`src/rtl/ik_angle_sequencer_if.sv`:
```
// Bundle of target stream, stage/atan engine handshakes, result stream and status of the IK sequencer.
// The master modport is the sequencer itself and the slave modport is everything around it.
interface ik_angle_sequencer_if #(
  parameter int COORD_W    = 14,
  parameter int ANGLE_W    = 13,
  parameter int FIFO_DEPTH = 4
);
  localparam int CNT_W = $clog2(FIFO_DEPTH) + 1;

  logic                      in_valid;
  logic                      in_ready;
  logic [COORD_W-1:0]        in_x;
  logic [COORD_W-1:0]        in_y;
  logic                      in_relative;
  logic                      in_elbow;
  logic [COORD_W:0]          conv_x;
  logic [COORD_W:0]          conv_y;
  logic                      stage_en;
  logic [2:0]                stage_id;
  logic                      stage_done;
  logic                      atan_en;
  logic [1:0]                atan_sel;
  logic                      atan_done;
  logic signed [ANGLE_W-1:0] atan_angle;
  logic                      out_valid;
  logic                      out_ready;
  logic signed [ANGLE_W-1:0] th1;
  logic signed [ANGLE_W-1:0] th2;
  logic                      busy;
  logic                      err_pulse;
  logic [3:0]                err_code;
  logic [CNT_W-1:0]          fifo_count;

  modport master (
    input  in_valid, in_x, in_y, in_relative, in_elbow,
    input  stage_done, atan_done, atan_angle, out_ready,
    output in_ready, conv_x, conv_y, stage_en, stage_id, atan_en, atan_sel,
    output out_valid, th1, th2, busy, err_pulse, err_code, fifo_count
  );

  modport slave (
    output in_valid, in_x, in_y, in_relative, in_elbow,
    output stage_done, atan_done, atan_angle, out_ready,
    input  in_ready, conv_x, conv_y, stage_en, stage_id, atan_en, atan_sel,
    input  out_valid, th1, th2, busy, err_pulse, err_code, fifo_count
  );
endinterface

```
`src/rtl/ik_angle_sequencer.sv`:
```
// Two-link SCARA inverse-kinematics sequencer: queues targets, steps the external stage and
// atan2 engines through one job at a time, and presents th1/th2 with backpressure and timeout abort.
module ik_angle_sequencer #(
  parameter int COORD_W    = 14,
  parameter int ANGLE_W    = 13,
  parameter int FIFO_DEPTH = 4,
  parameter int TIMEOUT    = 1023
) (
  input logic clk,
  input logic reset,
  ik_angle_sequencer_if.master bus
);
  localparam int PTR_W = $clog2(FIFO_DEPTH);
  localparam int CNT_W = PTR_W + 1;
  localparam int TMR_W = $clog2(TIMEOUT + 1);
  localparam logic [TMR_W-1:0] TMO_LAST = TMR_W'(TIMEOUT - 1);

  typedef enum logic [3:0] {
    S_IDLE, S_LOAD, S_CONV, S_COS, S_SIN, S_K1, S_K2,
    S_GAMMA, S_ATANXY, S_TH2, S_CALC, S_OUT
  } state_t;

  typedef struct packed {
    logic [COORD_W-1:0] x;
    logic [COORD_W-1:0] y;
    logic               relative;
    logic               elbow;
  } job_t;

  state_t state, state_next, adv_state;

  job_t             mem [FIFO_DEPTH];
  logic [PTR_W-1:0] wr_ptr, rd_ptr;
  logic [CNT_W-1:0] count;
  logic             full, push, pop;
  job_t             head;

  logic [TMR_W-1:0] timer;
  logic             stage_en, atan_en, out_valid, done_now, timed_out;
  logic [2:0]       stage_id;
  logic [1:0]       atan_sel;

  logic [COORD_W:0]          conv_x, conv_y;
  logic                      job_elbow;
  logic signed [ANGLE_W-1:0] gamma, axy, t2, th1, th2;
  logic                      err_pulse;
  logic [3:0]                err_code;

  function automatic logic [COORD_W:0] to_twos(input logic [COORD_W-1:0] v, input logic rel);
    logic [COORD_W:0] mag;
    mag = {2'b00, v[COORD_W-2:0]};
    if (!rel)
      return {1'b0, v};
    return v[COORD_W-1] ? -mag : mag;
  endfunction

  assign full = (count == CNT_W'(FIFO_DEPTH));
  assign push = bus.in_valid & ~full;
  assign pop  = (state == S_LOAD);
  assign head = mem[rd_ptr];

  always_ff @(posedge clk) begin
    if (push)
      mem[wr_ptr] <= {bus.in_x, bus.in_y, bus.in_relative, bus.in_elbow};
  end

  always_ff @(posedge clk or negedge reset) begin
    if (!reset) begin
      wr_ptr <= '0;
      rd_ptr <= '0;
      count  <= '0;
    end else begin
      if (push) wr_ptr <= wr_ptr + PTR_W'(1);
      if (pop)  rd_ptr <= rd_ptr + PTR_W'(1);
      case ({push, pop})
        2'b10:   count <= count + CNT_W'(1);
        2'b01:   count <= count - CNT_W'(1);
        default: count <= count;
      endcase
    end
  end

  always_ff @(posedge clk or negedge reset) begin
    if (!reset) state <= S_IDLE;
    else        state <= state_next;
  end

  always_comb begin
    state_next = state;
    adv_state  = state;
    stage_en   = 1'b0;
    stage_id   = 3'd0;
    atan_en    = 1'b0;
    atan_sel   = 2'd0;
    out_valid  = 1'b0;
    done_now   = 1'b0;
    timed_out  = 1'b0;
    case (state)
      S_IDLE:   if (count != '0) state_next = S_LOAD;
      S_LOAD:   state_next = S_CONV;
      S_CONV:   begin stage_en = 1'b1; stage_id = 3'd0; adv_state = S_COS;    end
      S_COS:    begin stage_en = 1'b1; stage_id = 3'd1; adv_state = S_SIN;    end
      S_SIN:    begin stage_en = 1'b1; stage_id = 3'd2; adv_state = S_K1;     end
      S_K1:     begin stage_en = 1'b1; stage_id = 3'd3; adv_state = S_K2;     end
      S_K2:     begin stage_en = 1'b1; stage_id = 3'd4; adv_state = S_GAMMA;  end
      S_GAMMA:  begin atan_en  = 1'b1; atan_sel = 2'd0; adv_state = S_ATANXY; end
      S_ATANXY: begin atan_en  = 1'b1; atan_sel = 2'd1; adv_state = S_TH2;    end
      S_TH2:    begin atan_en  = 1'b1; atan_sel = 2'd2; adv_state = S_CALC;   end
      S_CALC:   state_next = S_OUT;
      S_OUT: begin
        out_valid = 1'b1;
        if (bus.out_ready) state_next = S_IDLE;
      end
      default:  state_next = S_IDLE;
    endcase
    // A done strobe only counts when its own enable is currently raised.
    done_now = (stage_en & bus.stage_done) | (atan_en & bus.atan_done);
    if (stage_en | atan_en) begin
      if (done_now) begin
        state_next = adv_state;
      end else if (timer == TMO_LAST) begin
        state_next = S_IDLE;
        timed_out  = 1'b1;
      end
    end
  end

  always_ff @(posedge clk or negedge reset) begin
    if (!reset)
      timer <= '0;
    else if ((state_next != state) || !(stage_en | atan_en))
      timer <= '0;
    else
      timer <= timer + TMR_W'(1);
  end

  always_ff @(posedge clk or negedge reset) begin
    if (!reset) begin
      conv_x    <= '0;
      conv_y    <= '0;
      job_elbow <= 1'b0;
      gamma     <= '0;
      axy       <= '0;
      t2        <= '0;
      th1       <= '0;
      th2       <= '0;
      err_pulse <= 1'b0;
      err_code  <= '0;
    end else begin
      err_pulse <= timed_out;
      if (timed_out)
        err_code <= stage_en ? {1'b0, stage_id} : {2'b10, atan_sel};
      if (state == S_LOAD) begin
        conv_x    <= to_twos(head.x, head.relative);
        conv_y    <= to_twos(head.y, head.relative);
        job_elbow <= head.elbow;
      end
      if (atan_en & bus.atan_done) begin
        case (atan_sel)
          2'd0:    gamma <= bus.atan_angle;
          2'd1:    axy   <= bus.atan_angle;
          default: t2    <= bus.atan_angle;
        endcase
      end
      if (state == S_CALC) begin
        th1 <= job_elbow ? (axy + gamma) : (axy - gamma);
        th2 <= job_elbow ? -t2 : t2;
      end
    end
  end

  assign bus.in_ready   = ~full;
  assign bus.conv_x     = conv_x;
  assign bus.conv_y     = conv_y;
  assign bus.stage_en   = stage_en;
  assign bus.stage_id   = stage_id;
  assign bus.atan_en    = atan_en;
  assign bus.atan_sel   = atan_sel;
  assign bus.out_valid  = out_valid;
  assign bus.th1        = th1;
  assign bus.th2        = th2;
  assign bus.busy       = (state != S_IDLE);
  assign bus.err_pulse  = err_pulse;
  assign bus.err_code   = err_code;
  assign bus.fifo_count = count;
endmodule

```
`src/flat_wrapper.sv`:
```
// flat-port wrapper written by rule: the top's interface ports become plain ports
module ik_angle_sequencer_flat 
#(
  parameter int COORD_W    = 14,
  parameter int ANGLE_W    = 13,
  parameter int FIFO_DEPTH = 4,
  parameter int TIMEOUT    = 1023
)
  (clk, reset, bus_in_valid, bus_in_x, bus_in_y, bus_in_relative, bus_in_elbow, bus_stage_done, bus_atan_done, bus_atan_angle, bus_out_ready, bus_in_ready, bus_conv_x, bus_conv_y, bus_stage_en, bus_stage_id, bus_atan_en, bus_atan_sel, bus_out_valid, bus_th1, bus_th2, bus_busy, bus_err_pulse, bus_err_code, bus_fifo_count);
  ik_angle_sequencer_if #(.COORD_W(COORD_W), .ANGLE_W(ANGLE_W), .FIFO_DEPTH(FIFO_DEPTH)) bus_i ();
  input logic clk;
  input logic reset;
  input wire logic [$bits(bus_i.in_valid)-1:0] bus_in_valid;
  input wire logic [$bits(bus_i.in_x)-1:0] bus_in_x;
  input wire logic [$bits(bus_i.in_y)-1:0] bus_in_y;
  input wire logic [$bits(bus_i.in_relative)-1:0] bus_in_relative;
  input wire logic [$bits(bus_i.in_elbow)-1:0] bus_in_elbow;
  input wire logic [$bits(bus_i.stage_done)-1:0] bus_stage_done;
  input wire logic [$bits(bus_i.atan_done)-1:0] bus_atan_done;
  input wire logic [$bits(bus_i.atan_angle)-1:0] bus_atan_angle;
  input wire logic [$bits(bus_i.out_ready)-1:0] bus_out_ready;
  output wire logic [$bits(bus_i.in_ready)-1:0] bus_in_ready;
  output wire logic [$bits(bus_i.conv_x)-1:0] bus_conv_x;
  output wire logic [$bits(bus_i.conv_y)-1:0] bus_conv_y;
  output wire logic [$bits(bus_i.stage_en)-1:0] bus_stage_en;
  output wire logic [$bits(bus_i.stage_id)-1:0] bus_stage_id;
  output wire logic [$bits(bus_i.atan_en)-1:0] bus_atan_en;
  output wire logic [$bits(bus_i.atan_sel)-1:0] bus_atan_sel;
  output wire logic [$bits(bus_i.out_valid)-1:0] bus_out_valid;
  output wire logic [$bits(bus_i.th1)-1:0] bus_th1;
  output wire logic [$bits(bus_i.th2)-1:0] bus_th2;
  output wire logic [$bits(bus_i.busy)-1:0] bus_busy;
  output wire logic [$bits(bus_i.err_pulse)-1:0] bus_err_pulse;
  output wire logic [$bits(bus_i.err_code)-1:0] bus_err_code;
  output wire logic [$bits(bus_i.fifo_count)-1:0] bus_fifo_count;
  assign bus_i.in_valid = bus_in_valid;
  assign bus_i.in_x = bus_in_x;
  assign bus_i.in_y = bus_in_y;
  assign bus_i.in_relative = bus_in_relative;
  assign bus_i.in_elbow = bus_in_elbow;
  assign bus_i.stage_done = bus_stage_done;
  assign bus_i.atan_done = bus_atan_done;
  assign bus_i.atan_angle = bus_atan_angle;
  assign bus_i.out_ready = bus_out_ready;
  assign bus_in_ready = bus_i.in_ready;
  assign bus_conv_x = bus_i.conv_x;
  assign bus_conv_y = bus_i.conv_y;
  assign bus_stage_en = bus_i.stage_en;
  assign bus_stage_id = bus_i.stage_id;
  assign bus_atan_en = bus_i.atan_en;
  assign bus_atan_sel = bus_i.atan_sel;
  assign bus_out_valid = bus_i.out_valid;
  assign bus_th1 = bus_i.th1;
  assign bus_th2 = bus_i.th2;
  assign bus_busy = bus_i.busy;
  assign bus_err_pulse = bus_i.err_pulse;
  assign bus_err_code = bus_i.err_code;
  assign bus_fifo_count = bus_i.fifo_count;
  ik_angle_sequencer #(.COORD_W(COORD_W), .ANGLE_W(ANGLE_W), .FIFO_DEPTH(FIFO_DEPTH), .TIMEOUT(TIMEOUT)) u_core (.clk(clk), .reset(reset), .bus(bus_i));
endmodule
```
`config.mk`:
```
export PLATFORM = sky130hd
export DESIGN_NAME = ik_angle_sequencer_flat
export DESIGN_NICKNAME = d
export VERILOG_FILES = /design/src/rtl/ik_angle_sequencer_if.sv /design/src/rtl/ik_angle_sequencer.sv /design/src/flat_wrapper.sv
export SDC_FILE = /design/constraint.sdc
export NUM_CORES = 1
export LEC_CHECK = 0
export ABC_AREA = 1
export ABC_CLOCK_PERIOD_IN_PS = 4100
export CAP_MARGIN = 10
export CORE_MARGIN = 4
export CORE_UTILIZATION = 60
export CTS_BUF_LIST = sky130_fd_sc_hd__clkbuf_2 sky130_fd_sc_hd__clkbuf_4 sky130_fd_sc_hd__clkbuf_8
export DETAILED_ROUTE_END_ITERATION = 10
export PLACE_DENSITY = 0.95
export SYNTH_ARGS = -nofsm -noshare
export SYNTH_HDL_FRONTEND = slang
export SYNTH_SLANG_ARGS = --single-unit
```
`constraint.sdc`:
```
create_clock -name clk -period 4.1 [get_ports clk]
set_clock_uncertainty 0.05 [all_clocks]
set_input_delay 1.025 -clock clk [delete_from_list [all_inputs] [get_ports clk]]
set_output_delay 1.025 -clock clk [all_outputs]
set_load 0.1 [all_outputs]
```
==> results.py, run 1 <==
metrics = {
    "run_status": {
        "status": "finished clean",
    },
    "placement": {
        "detailed_place_hpwl_um": 19070,
        "preCtsSetupSlack_ns": 0.9757,
        "placed_cell_area_mm2": 0.01280,
        "dp_cells": 1542,
        "place_congestion": 0.9363,
        "io_buffers": 122,
    },
    "logic_synthesis": {
        "async_flop_share": 0.5041,
        "syn-num-nets": 1291,
        "synth_warnings": 0,
        "ys_types": 38,
        "synth-seq-area-share": 0.5834,
        "mappedNetlistArea_mm2": 0.01141,
        "synth-main-ff-cell": "dfrtp_1",
        "synth_edf_count": 120,
        "ys_ff_latch": 242,
        "synthCells": 1217,
        "synth.avg_cell_area_um2": 9.375,
    },
    "drt": {
        "vias_per_cell": 5.725,
        "ant_nets": 0,
        "drt_pre_antenna_iters": 5,
        "drc": 0,
        "finalWirelength_um": 28270,
        "drtIter0Drc": 896,
        "wl_per_cell_um": 17.53,
        "vias": 9235,
    },
    "grt": {
        "antenna_found_initial": 1,
        "grt_overflow": 0,
        "grt_pass1_wl_um": 45840,
        "grt_max_degree": 64,
        "grtUsageTotal": 0.2646,
        "grt_pass1_vias": 9395,
    },
    "layout": {
        "drive_above_1_share": 0.1009,
        "finalNetCount": 1423,
        "final_cell_area_mm2": 0.01365,
        "layout.cells.non_filler": 1613,
        "syn_to_final_growth_pct": 19.65,
    },
    "timing": {
        "period_needed_ns": 3.360,
        "final_hold_viol_count": 0,
        "setup-tns-final_ns": 0,
        "setup_viol_count_final": 0,
        "rsz0062_at_grt": "false",
        "tightest_slew_ns": 1.063,
        "max_slew_margin": 0.2894,
        "timing.final.ws_setup_ns": 0.7404,
        "fmax_ghz": 0.2977,
        "slew_viol_final": 0,
        "fin_crit_sh": 0.8194,
    },
    "critical_path": {
        "reg2reg_slack_ns": 0.97,
        "start_kind": "register",
        "cp.arrival_ns": 2.28,
        "required_ns": 3.02,
        "crit_type": "reg2out",
        "cp-end-kind": "output pin",
        "worstReg2RegStart": "u_core.gamma[1]$_DFFE_PN0P_",
        "cp_max_fo": 3,
        "crit_chain": "inv_1 -> nand3_1 -> clkdlybuf4s50_1",
        "critPathSlowestCell": "clkdlybuf4s50_1",
        "rr_worst_depth": 16,
        "startpoint": "u_core.bus.fifo_count[0]$_DFFE_PN0P_",
        "critPathCapture": "bus_in_ready",
        "critPathMaxStageDelay_ns": 1.14,
        "r2r-end": "u_core.bus.th1[12]$_DFFE_PN0N_",
    },
    "die": {
        "die_height_um": 145.9,
        "row_count": 50,
        "fp.coreArea_mm2": 0.01871,
        "dieArea_mm2": 0.02129,
        "start_util": 0.6100,
        "io_pins": 123,
        "die_w_um": 145.9,
    },
    "cts": {
        "htree_levels": 2,
        "holdBufCountCts": 0,
        "clkLatencyLatePin_ns": 0.54,
        "cts_root_buf": "clkbuf_8",
        "clkSinkCount": 242,
        "cts_tree": "yes",
        "postCtsResizedCells": 0,
        "cts_buffers": 39,
        "cts_max_path_buffers": 3,
        "clk_pin_slew_ns": 0.06,
        "postCtsSetupBuffers": 0,
    },
    "job": {
        "drv_cap": 0,
    },
    "min_path": {
        "hold_path_class": "reg2reg",
    },
}
==> worst max-delay path: cells and delay by family, from the launching register on <==
family | cells | cell delay (ns)
AND/OR/NAND/NOR | 1 | 0.13
buffers and inverters | 2 | 1.24
flip-flops | 1 | 0.39
==> worst min-delay path by stage <==
| stage | from | endpoint | slack [ns] | depth (start not counted) |
|---|---|---|---|---|
| 6_report | u_core.bus.th1[12]$_DFFE_PN0N_ | u_core.bus.th1[12]$_DFFE_PN0N_ | 0.43 | 2 |
| 3_3_place_gp | u_core.bus.th1[1]$_DFFE_PN0N_ | u_core.bus.th1[1]$_DFFE_PN0N_ | 0.41 | 2 |
| 5_1_grt | u_core.bus.th1[2]$_DFFE_PN0N_ | u_core.bus.th1[2]$_DFFE_PN0N_ | 0.46 | 2 |
| 4_1_cts | u_core.bus.th1[1]$_DFFE_PN0N_ | u_core.bus.th1[1]$_DFFE_PN0N_ | 0.43 | 2 |
| 2_1_floorplan | u_core.gamma[1]$_DFFE_PN0P_ | u_core.gamma[1]$_DFFE_PN0P_ | 0.40 | 2 |
| 3_5_place_dp | u_core.bus.th1[1]$_DFFE_PN0N_ | u_core.bus.th1[1]$_DFFE_PN0N_ | 0.41 | 2 |
==> synthesized netlist by cell type, types with 3 or more instances <==
cell type / instances / area [µm²]
inv_2: 10 / 37.54
nand3b_1: 4 / 30.03
nand2_2: 9 / 56.30
xnor2_1: 19 / 166.4
dfrtp_1: 122 / 3053
ha_1: 23 / 287.8
xor2_1: 25 / 219.0
edfxtp_1: 120 / 3603
a21oi_1: 17 / 85.08
o31ai_1: 3 / 22.52
or2_2: 4 / 25.02
nor3_1: 10 / 50.05
buf_4: 5 / 37.54
nor2_1: 65 / 244.0
buf_2: 17 / 85.08
o21ai_1: 8 / 40.04
o21ai_0: 101 / 505.5
a31oi_1: 5 / 31.28
clkbuf_1: 20 / 75.07
nand3_1: 114 / 570.6
nand2_1: 390 / 1464
nand4_1: 14 / 87.58
nor3_2: 11 / 110.1
inv_1: 81 / 304.0
==> metrics by stage <==
stage	hold WS (ns)	util
global placement	0.4130	0.6844
CTS	0.4299	0.7297
floorplan	0.4030	-
detailed placement	0.4144	0.6844
global route	0.4576	0.7298
finish	0.4256	0.7298
==> cell usage in the layout, fill, tap and decap left out, types with 25 or more instances in the layout <==
cell               n
edfxtp_1         120
o21ai_0          101
nand3_1          114
dfrtp_1          122
xor2_1            25
nand2_1          390
clkdlybuf4s50_1  112
clkbuf_8          47
nor2_1            61
inv_1             81
==> state kept, by name, summed over array words and instances, names as in the netlist <==
| signal | flops |
|---|---|
| u_core.bus.th1 | 13 |
| u_core.t2 | 13 |
| u_core.bus.th2 | 13 |
| u_core.timer | 10 |
| u_core.bus.err_pulse | 1 |
| u_core.bus.conv_x | 15 |
| u_core.wr_ptr | 2 |
| u_core.bus.conv_y | 15 |
| u_core.gamma | 13 |
| u_core.state | 4 |
| u_core.mem | 120 |
| u_core.job_elbow | 1 |
| u_core.bus.fifo_count | 3 |
| u_core.rd_ptr | 2 |
| u_core.bus.err_code | 4 |
| u_core.axy | 13 |
==> layout make-up <==
| type | instances | area [µm²] |
|---|---|---|
| Sequential cell | 242 | 6656 |
| Fill cell | 1188 | 5054 |
| Multi-Input combinational cell | 841 | 4213 |
| Timing Repair Buffer | 134 | 1299 |
| Clock buffer | 64 | 774.5 |
| Inverter | 91 | 341.6 |
| Tap cell | 234 | 292.8 |
| Clock inverter | 6 | 72.57 |
| Antenna cell | 1 | 2.502 |
==> cell families after synthesis <==
family / synth area share
flops: 0.5834
compound gates: 0.06514
simple gates: 0.2407
buf+inv: 0.04825
fa+ha+maj: 0.02873
xor+xnor: 0.03378
==> layer usage <==
metal	part of all wire	wire length [µm]	vias up	track usage
met4	0.036	1017	0	0.1173
met3	0.085	2392	90	0.04640
li1	-	-	4319	-
met5	0	0	-	0
met2	0.50	14250	482	0.4566
met1	0.38	10620	4344	0.3284
Power of run 1 is not shown: default switching activity piles up to over one toggle a cycle in this logic, so the estimate is an artifact.
==> run 2, diff against run 1 <==
ABC_CLOCK_PERIOD_IN_PS = 3350   (was 4100)
CORE_UTILIZATION = 59   (was 60)
PLACE_DENSITY = 0.94   (was 0.95)
clock period = 3.35 ns   (was 4.1 ns; I/O delays follow)
==> run 2 against run 1 <==
Against the previous run: design area decreased by 0.16%; flip-flop and latch count unchanged; die area increased by 1.6%; worst setup slack got worse by 0.42 ns; largest cell class unchanged.
==> results.py, run 2 (same netlist as run 1, synthesis figures left out) <==
metrics = {
    "run_status": {
        "status": "finished clean",
    },
    "critical_path": {
        "cpMostUsedCell": "nand3_1",
        "rr_worst_depth": 16,
        "r2r-end": "u_core.bus.th1[12]$_DFFE_PN0N_",
        "worstReg2RegStart": "u_core.gamma[0]$_DFFE_PN0P_",
        "cp.arrival_ns": 3.40,
        "critPathTopFamily": "simple AND/OR/NAND/NOR gates",
        "start_kind": "register",
        "crit_chain": "inv_1 -> ha_1 -> nand3_1 -> nor2_1 -> nand2_1 -> o21ai_0 -> o21ai_0 -> xor2_1 -> ha_1 -> inv_1 -> nor3_1 -> nand3_1 -> nand4_1 -> nand3_1 -> nand3_1 -> nand2_1",
        "reg2reg_slack_ns": 0.32,
        "cp_max_fo": 4,
        "required_ns": 3.72,
        "crit_buf_inv": 2,
        "critPathMaxStageDelay_ns": 0.40,
        "crit_type": "reg2reg",
        "critPathSlowestCell": "dfrtp_1",
        "cp-end-kind": "register",
    },
    "grt": {
        "grt_max_degree": 64,
        "grt_pass1_wl_um": 45670,
        "grt_overflow": 0,
        "grtUsageTotal": 0.2605,
        "antenna_found_initial": 0,
        "grt_pass1_vias": 9225,
    },
    "drt": {
        "ant_nets": 0,
        "wl_per_cell_um": 17.08,
        "drc": 0,
        "vias": 9291,
        "drtIter0Drc": 937,
        "finalWirelength_um": 28040,
        "vias_per_cell": 5.658,
        "drt_pre_antenna_iters": 5,
    },
    "timing": {
        "max_slew_margin": 0.4747,
        "rsz0062_at_grt": "false",
        "fmax_ghz": 0.3300,
        "fin_crit_sh": 0.9044,
        "setup-tns-final_ns": 0,
        "final_hold_viol_count": 0,
        "setup_viol_count_final": 0,
        "slew_viol_final": 0,
        "period_needed_ns": 3.030,
        "tightest_slew_ns": 0.7860,
    },
    "layout": {
        "final_common_cell": "nand2_1",
        "finalNetCount": 1426,
        "drive_above_1_share": 0.1512,
        "syn_to_final_growth_pct": 19.45,
        "antenna_cells": 0,
        "largest_register_ffs": 120,
        "final_cell_mix": "nand2_1 (390), dfrtp_1 (120), edfxtp_1 (120)",
        "top_regs": "u_core.mem: 120 flops, u_core.bus.conv_x: 15 flops, u_core.bus.conv_y: 15 flops",
        "largest_register": "u_core.mem",
    },
    "cts": {
        "cts_tree": "yes",
        "clk_pin_slew_ns": 0.07,
        "holdBufCountCts": 0,
        "postCtsSetupBuffers": 0,
        "htree_levels": 2,
        "cts_buffers": 38,
        "cts_root_buf": "clkbuf_8",
        "postCtsResizedCells": 0,
        "clkSinkCount": 242,
        "clkLatencyLatePin_ns": 0.56,
        "cts_max_path_buffers": 3,
    },
    "job": {
        "drv_cap": 0,
    },
    "die": {
        "io_pins": 123,
        "die_w_um": 147.1,
        "row_count": 50,
        "dieArea_mm2": 0.02163,
        "start_util": 0.6039,
        "fp.coreArea_mm2": 0.01889,
        "die_height_um": 147.1,
    },
    "placement": {
        "place_congestion": 0.8974,
        "io_buffers": 122,
        "detailed_place_hpwl_um": 19030,
    },
    "min_path": {
        "hold_path_class": "in2async",
    },
}
run 2: changes by cell type in the layout (fill, tap and decap cells not counted), moves of 2 or more:
| cell | delta |
|---|---|
| buf_12 | +2 |
| buf_4 | +67 |
| bufinv_16 | +3 |
| clkbuf_8 | -5 |
| clkdlybuf4s50_1 | -65 |
| clkinv_1 | +2 |
| dfrtp_1 | -2 |
| dfrtp_2 | +2 |
| inv_8 | +2 |
| nor2_2 | -4 |
| nor2_4 | +4 |
run 2: layout make-up:
| class | count | area (µm²) |
|---|---|---|
| Sequential cell | 242 | 6659 |
| Inverter | 91 | 341.6 |
| Fill cell | 1266 | 5264 |
| Timing Repair Buffer | 138 | 1191 |
| Tap cell | 260 | 325.3 |
| Clock buffer | 59 | 705.7 |
| Clock inverter | 11 | 168.9 |
| Multi-Input combinational cell | 841 | 4238 |
run 2: how the worst max path moves through the flow:
stage | start | end | slack [ns] | cells after the start
3_5_place_dp | u_core.gamma[0]$_DFFE_PN0P_ | u_core.bus.th1[12]$_DFFE_PN0N_ | 0.37 | 16
5_1_grt | u_core.gamma[0]$_DFFE_PN0P_ | u_core.bus.th1[12]$_DFFE_PN0N_ | 0.05 | 16
4_1_cts | u_core.gamma[1]$_DFFE_PN0P_ | u_core.bus.th1[12]$_DFFE_PN0N_ | 0.31 | 16
2_1_floorplan | u_core.bus.fifo_count[0]$_DFFE_PN0P_ | u_core.bus.fifo_count[2]$_DFFE_PN0P_ | 0.06 | 9
6_report | u_core.gamma[0]$_DFFE_PN0P_ | u_core.bus.th1[12]$_DFFE_PN0N_ | 0.32 | 16
3_3_place_gp | u_core.gamma[0]$_DFFE_PN0P_ | u_core.bus.th1[12]$_DFFE_PN0N_ | 0.50 | 16
run 2: worst register-to-register path: stages, from the launching register on:
cell and delay (ns):
dfrtp_1 0.40, inv_1 0.09, ha_1 0.19, nand3_1 0.12, nor2_1 0.10, nand2_1 0.07
o21ai_0 0.39, o21ai_0 0.20, xor2_1 0.18, ha_1 0.34, inv_1 0.10, nor3_1 0.24
nand3_1 0.11, nand4_1 0.10, nand3_1 0.08, nand3_1 0.08, nand2_1 0.06
run 2: metal layers:
layer	vias up	track usage	share of wire
li1	4331	-	-
met1	4340	0.3366	0.39
met2	534	0.4380	0.48
met3	86	0.05367	0.093
met4	0	0.09832	0.031
met5	-	0	0
run 2: metrics by stage:
| stage | cell area (µm²) | setup WS, ns | instances | util | hold slack, ns |
|---|---|---|---|---|---|
| floorplan | 11450 | 0.05614 | 1217 | - | 0.4030 |
| global placement | 12750 | 0.5023 | 1572 | 0.6751 | 0.4142 |
| detailed placement | 12750 | 0.3748 | 1572 | 0.6751 | 0.4227 |
| CTS | 13630 | 0.3149 | 1642 | 0.7214 | 0.2523 |
| global route | 13630 | 0.05391 | 1642 | 0.7214 | 0.2882 |
| finish | 13630 | 0.3201 | 1642 | 0.7214 | 0.2581 |
Power of run 2 is left out for the same reason.
==> run 3, diff against run 2 <==
ABC_CLOCK_PERIOD_IN_PS = 2900   (was 3350)
clock period = 2.9 ns   (was 3.35 ns; I/O delays follow)
==> run 3 against run 2 <==
Against the previous run: critical path depth unchanged; first-iteration DRC count shrank 4.3%; register-to-register slack worse by 0.17 ns; global-route usage rose by 0.16 points; hold slack lost 0.077 ns; utilization rose by 0.30 points; design area increased by 0.41%; critical path type unchanged.
==> results.py, run 3 (same netlist as run 1, synthesis figures left out) <==
metrics = {
    "timing": {
        "fmax_ghz": 0.3639,
        "max_slew_margin": 0.5157,
        "tightest_slew_ns": 0.7247,
        "final_hold_viol_count": 0,
        "slew_viol_final": 0,
        "setup_viol_count_final": 0,
        "setup-tns-final_ns": 0,
        "fin_crit_sh": 0.9477,
        "period_needed_ns": 2.748,
    },
    "cts": {
        "htree_levels": 2,
        "cts_max_path_buffers": 3,
        "cts_root_buf": "clkbuf_8",
        "clkLatencyLatePin_ns": 0.57,
        "clk_pin_slew_ns": 0.06,
        "clkSinkCount": 242,
        "cts_tree": "yes",
        "cts_buffers": 38,
        "holdBufCountCts": 0,
    },
    "placement": {
        "detailed_place_hpwl_um": 18980,
        "placed_cell_area_mm2": 0.01285,
        "io_buffers": 122,
        "place_congestion": 0.9275,
    },
    "drt": {
        "ant_nets": 0,
        "vias_per_cell": 5.669,
        "drtIter0Drc": 897,
        "drt_pre_antenna_iters": 5,
        "vias": 9348,
        "finalWirelength_um": 28570,
        "drc": 0,
        "wl_per_cell_um": 17.33,
    },
    "run_status": {
        "status": "finished clean",
    },
    "layout": {
        "drive_above_1_share": 0.1613,
        "finalNetCount": 1433,
        "n_fill_cell": 1214,
        "final_common_cell": "nand2_1",
        "antenna_cells": 0,
        "syn_to_final_growth_pct": 19.95,
        "fin_util": 0.7244,
        "top_regs": "u_core.mem: 120 flops, u_core.bus.conv_x: 15 flops, u_core.bus.conv_y: 15 flops",
        "final_cell_mix": "nand2_1 (389), dfrtp_1 (120), edfxtp_1 (120)",
        "largest_register_ffs": 120,
        "largest_register": "u_core.mem",
        "final_cell_area_mm2": 0.01369,
    },
    "critical_path": {
        "crit_buf_inv": 2,
        "cpMostUsedCell": "nand3_1",
        "cp.arrival_ns": 3.14,
        "crit_type": "reg2reg",
        "start_kind": "register",
        "crit_chain": "inv_1 -> ha_2 -> nand3_1 -> nor2_1 -> nand2_1 -> o21ai_1 -> o21ai_0 -> xor2_1 -> ha_1 -> inv_2 -> nor3_1 -> nand3_1 -> nand3_1 -> nand2_1 -> nand3_1 -> nand2_1",
        "critPathSlowestCell": "dfrtp_1",
        "cp-end-kind": "register",
        "critPathMaxStageDelay_ns": 0.40,
        "worst-path-stages": 16,
        "startpoint": "u_core.gamma[0]$_DFFE_PN0P_",
        "worstReg2RegStart": "u_core.gamma[0]$_DFFE_PN0P_",
        "rr_worst_depth": 16,
        "cp_max_fo": 4,
        "critPathTopFamily": "simple AND/OR/NAND/NOR gates",
        "r2r-end": "u_core.bus.th1[11]$_DFFE_PN0N_",
        "reg2reg_slack_ns": 0.15,
        "required_ns": 3.29,
    },
    "min_path": {
        "hold_path_class": "in2async",
    },
    "grt": {
        "antenna_found_initial": 0,
        "grt_pass1_vias": 9332,
        "grt_overflow": 0,
        "grtUsageTotal": 0.2621,
        "grt_max_degree": 64,
        "grt_pass1_wl_um": 45850,
    },
    "die": {
        "start_util": 0.6039,
        "die_height_um": 147.1,
        "io_pins": 123,
        "dieArea_mm2": 0.02163,
        "fp.coreArea_mm2": 0.01889,
        "die_w_um": 147.1,
        "row_count": 50,
    },
    "job": {
        "drv_cap": 0,
    },
}
run 3: cell types whose count changed in the layout (fill, tap and decap cells not counted), moves of 2 or more:
cell,previous run,this run
clkbuf_4,17,9
clkinv_2,2,8
buf_4,88,92
bufinv_16,4,0
clkbuf_8,42,46
buf_12,3,6
nor2_1,61,59
nor2_2,1,3
nor3_1,10,8
nor3_2,11,13
o21ai_0,100,98
o21ai_1,9,11
run 3: layer usage:
layer | part of all wire | GRT usage | up-vias
li1 | - | - | 4339
met3 | 0.10 | 0.05305 | 110
met5 | 0 | 0 | -
met1 | 0.38 | 0.3310 | 4372
met4 | 0.040 | 0.1151 | 0
met2 | 0.48 | 0.4417 | 527
run 3: layout make-up:
class                      instances  area [µm²]  area share
inverter                          91       341.6     0.02496
timing repair buffer             145        1281     0.09362
sequential                       242        6659      0.4866
tap                              260       325.3     0.02377
clock buffer                      55       700.7     0.05120
clock inverter                    15       103.9    0.007588
multi-input combinational        841        4274      0.3123
run 3: worst max-delay path by stage:
stage | to | slack [ns]
floorplan | u_core.bus.fifo_count[2]$_DFFE_PN0P_ | 0.02
global placement | u_core.bus.th1[11]$_DFFE_PN0N_ | 0.19
detailed placement | u_core.bus.th1[11]$_DFFE_PN0N_ | -0.05
CTS | u_core.bus.th1[11]$_DFFE_PN0N_ | 0.05
global route | u_core.bus.th1[12]$_DFFE_PN0N_ | -0.004
finish | u_core.bus.th1[11]$_DFFE_PN0N_ | 0.15
run 3: timing repair:
action                                  4_1_cts  5_1_grt
resized for setup                             1        7
hold endpoints to repair                      0        0
setup buffers                                 0        1
gates cloned                                  0        0
endpoints found under the setup margin        1        3
pin swaps                                     0        2
run 3: metrics by stage:
stage,cells,worst slack (ns),hold WS (ns)
floorplan,1217,0.01721,0.3794
global placement,1578,0.1936,0.4154
detailed placement,1578,-0.04943,0.4181
CTS,1648,0.04728,0.1906
global route,1649,-0.004294,0.2289
finish,1649,0.1518,0.1815
Power of run 3 is left out for the same reason.
==> RTL edit, RTL diff (config.mk and constraints of run 3) <==
Re-encode `state_t` (12 states) as one-hot, 12 bits wide.
--- a/src/rtl/ik_angle_sequencer.sv
+++ b/src/rtl/ik_angle_sequencer.sv
@@ -15,9 +15,9 @@
   localparam int TMR_W = $clog2(TIMEOUT + 1);
   localparam logic [TMR_W-1:0] TMO_LAST = TMR_W'(TIMEOUT - 1);
 
-  typedef enum logic [3:0] {
-    S_IDLE, S_LOAD, S_CONV, S_COS, S_SIN, S_K1, S_K2,
-    S_GAMMA, S_ATANXY, S_TH2, S_CALC, S_OUT
+  typedef enum logic [11:0] {
+    S_IDLE = 12'b000000000001, S_LOAD = 12'b000000000010, S_CONV = 12'b000000000100, S_COS = 12'b000000001000, S_SIN = 12'b000000010000, S_K1 = 12'b000000100000, S_K2 = 12'b000001000000,
+    S_GAMMA = 12'b000010000000, S_ATANXY = 12'b000100000000, S_TH2 = 12'b001000000000, S_CALC = 12'b010000000000, S_OUT = 12'b100000000000
   } state_t;
 
   typedef struct packed {
Formal check against the unedited RTL: no difference found for any inputs over 4 cycles, from zero or initial values and one cycle with reset low; so few cycles prove little.
==> RTL edit against run 3 <==
- wire length up 2.0%
- highest routed layer unchanged
- synthesized area up 2.9%
- hold slack better by 0.25 ns
- register-to-register slack worse by 0.02 ns
- die area up 2.8%
- worst setup slack lost 0.11 ns
- cell area grew 4.3%
- sequential cell count up 8
==> RTL edit: results <==
INSERT INTO impl_metrics (metric_group, metric, value, unit) VALUES
('timing', 'timing.final.crit_share', '98.7', '%'),
('synthesis', 'synth.top_cells.by_area', 'sky130_fd_sc_hd__edfxtp_1, sky130_fd_sc_hd__dfrtp_1, sky130_fd_sc_hd__nand2_1', ''),
('synthesis', 'synth-async-reset-ratio', '52.0', '%'),
('route', 'drt-total-wl', '29.1', 'mm'),
('worst_setup_path', 'regToRegSetupSlack', '0.13', 'ns'),
('outcome', 'run_status', 'finished clean', ''),
('placed_design', 'finalWeightedCongestion', '0.931', ''),
('global_routing', 'grt_use_met3', '5.23', '%'),
('route', 'vias_per_cell', '5.75', ''),
('synthesis', 'synth.net_count', '1280', ''),
('worst_setup_path', 'largest_fanout_of_any_net_on_the_critical_path', '5', ''),
('placed_design', 'placed_cells_incl_taps', '1577', ''),
('synthesis', 'ys_seq_area_share', '58.4', '%'),
('clock_tree', 'cts_made_buffers', '41', ''),
('global_routing', 'global_route_wire_length_before_repair', '46.6', 'mm'),
('worst_setup_path', 'arrival_time_of_data_at_the_critical_path_endpoint', '2.09', 'ns'),
('placed_design', 'placement.setup.worst_slack', '0.106', 'ns'),
('cells_and_area', 'n_fill_cell', '1307', ''),
('synthesis', 'ys_top_cells_by_count', 'sky130_fd_sc_hd__nand2_1, sky130_fd_sc_hd__o21ai_0, sky130_fd_sc_hd__dfrtp_1', ''),
('global_routing', 'grt_util_met1', '32.8', '%');
[RTL edit: cell type report]
class                      count  share of cell area (%)
timing repair buffer         149                    9.96
tap                          265                    2.32
multi-input combinational    810                    31.0
sequential                   250                    48.1
clock inverter                15                   0.842
clock buffer                  55                    4.95
inverter                     107                    2.82
[RTL edit: power by group]
part	switching (mW)	internal (mW)
Combinational	4.61	1.70
Sequential	0.303	4.39
Clock	1.40	1.69
[RTL edit: worst reg2reg max path, stage by stage, from the launching register on]
cell                      delay, ns
sky130_fd_sc_hd__dfrtp_1       0.42
sky130_fd_sc_hd__inv_1         0.09
sky130_fd_sc_hd__ha_1          0.28
sky130_fd_sc_hd__nand2_1       0.07
sky130_fd_sc_hd__o21ai_1       0.12
sky130_fd_sc_hd__fa_2          0.41
sky130_fd_sc_hd__a21oi_1       0.16
sky130_fd_sc_hd__o21ai_0       0.16
sky130_fd_sc_hd__a21oi_2       0.19
sky130_fd_sc_hd__nor2_1        0.05
sky130_fd_sc_hd__o21ai_0       0.14
sky130_fd_sc_hd__nand2_1       0.08
sky130_fd_sc_hd__or2_2         0.27
sky130_fd_sc_hd__nand3_1       0.08
sky130_fd_sc_hd__nand2_1       0.07
[RTL edit: kinds of logic (layout without fill, tap and decap cells)]
family	Yosys count	after routing	share of synthesized area, %
AOI/OAI and AO/OA	223	223	10.8
xor gates and xnor gates	55	55	4.10
adders and majority gates	25	25	2.79
buffers and inverters	146	326	4.80
DFF	250	250	58.4
and+or+nand+nor	507	507	19.1
[RTL edit: repair_timing]
| item | in CTS | in global routing |
|---|---|---|
| buffers inserted | 2 | 1 |
| endpoints found under the hold margin | 12 | 0 |
| pin swaps | 0 | 3 |
| endpoints found under the setup margin | 1 | 6 |
| gates resized for setup | 1 | 19 |
| hold buffers | 1 | 0 |
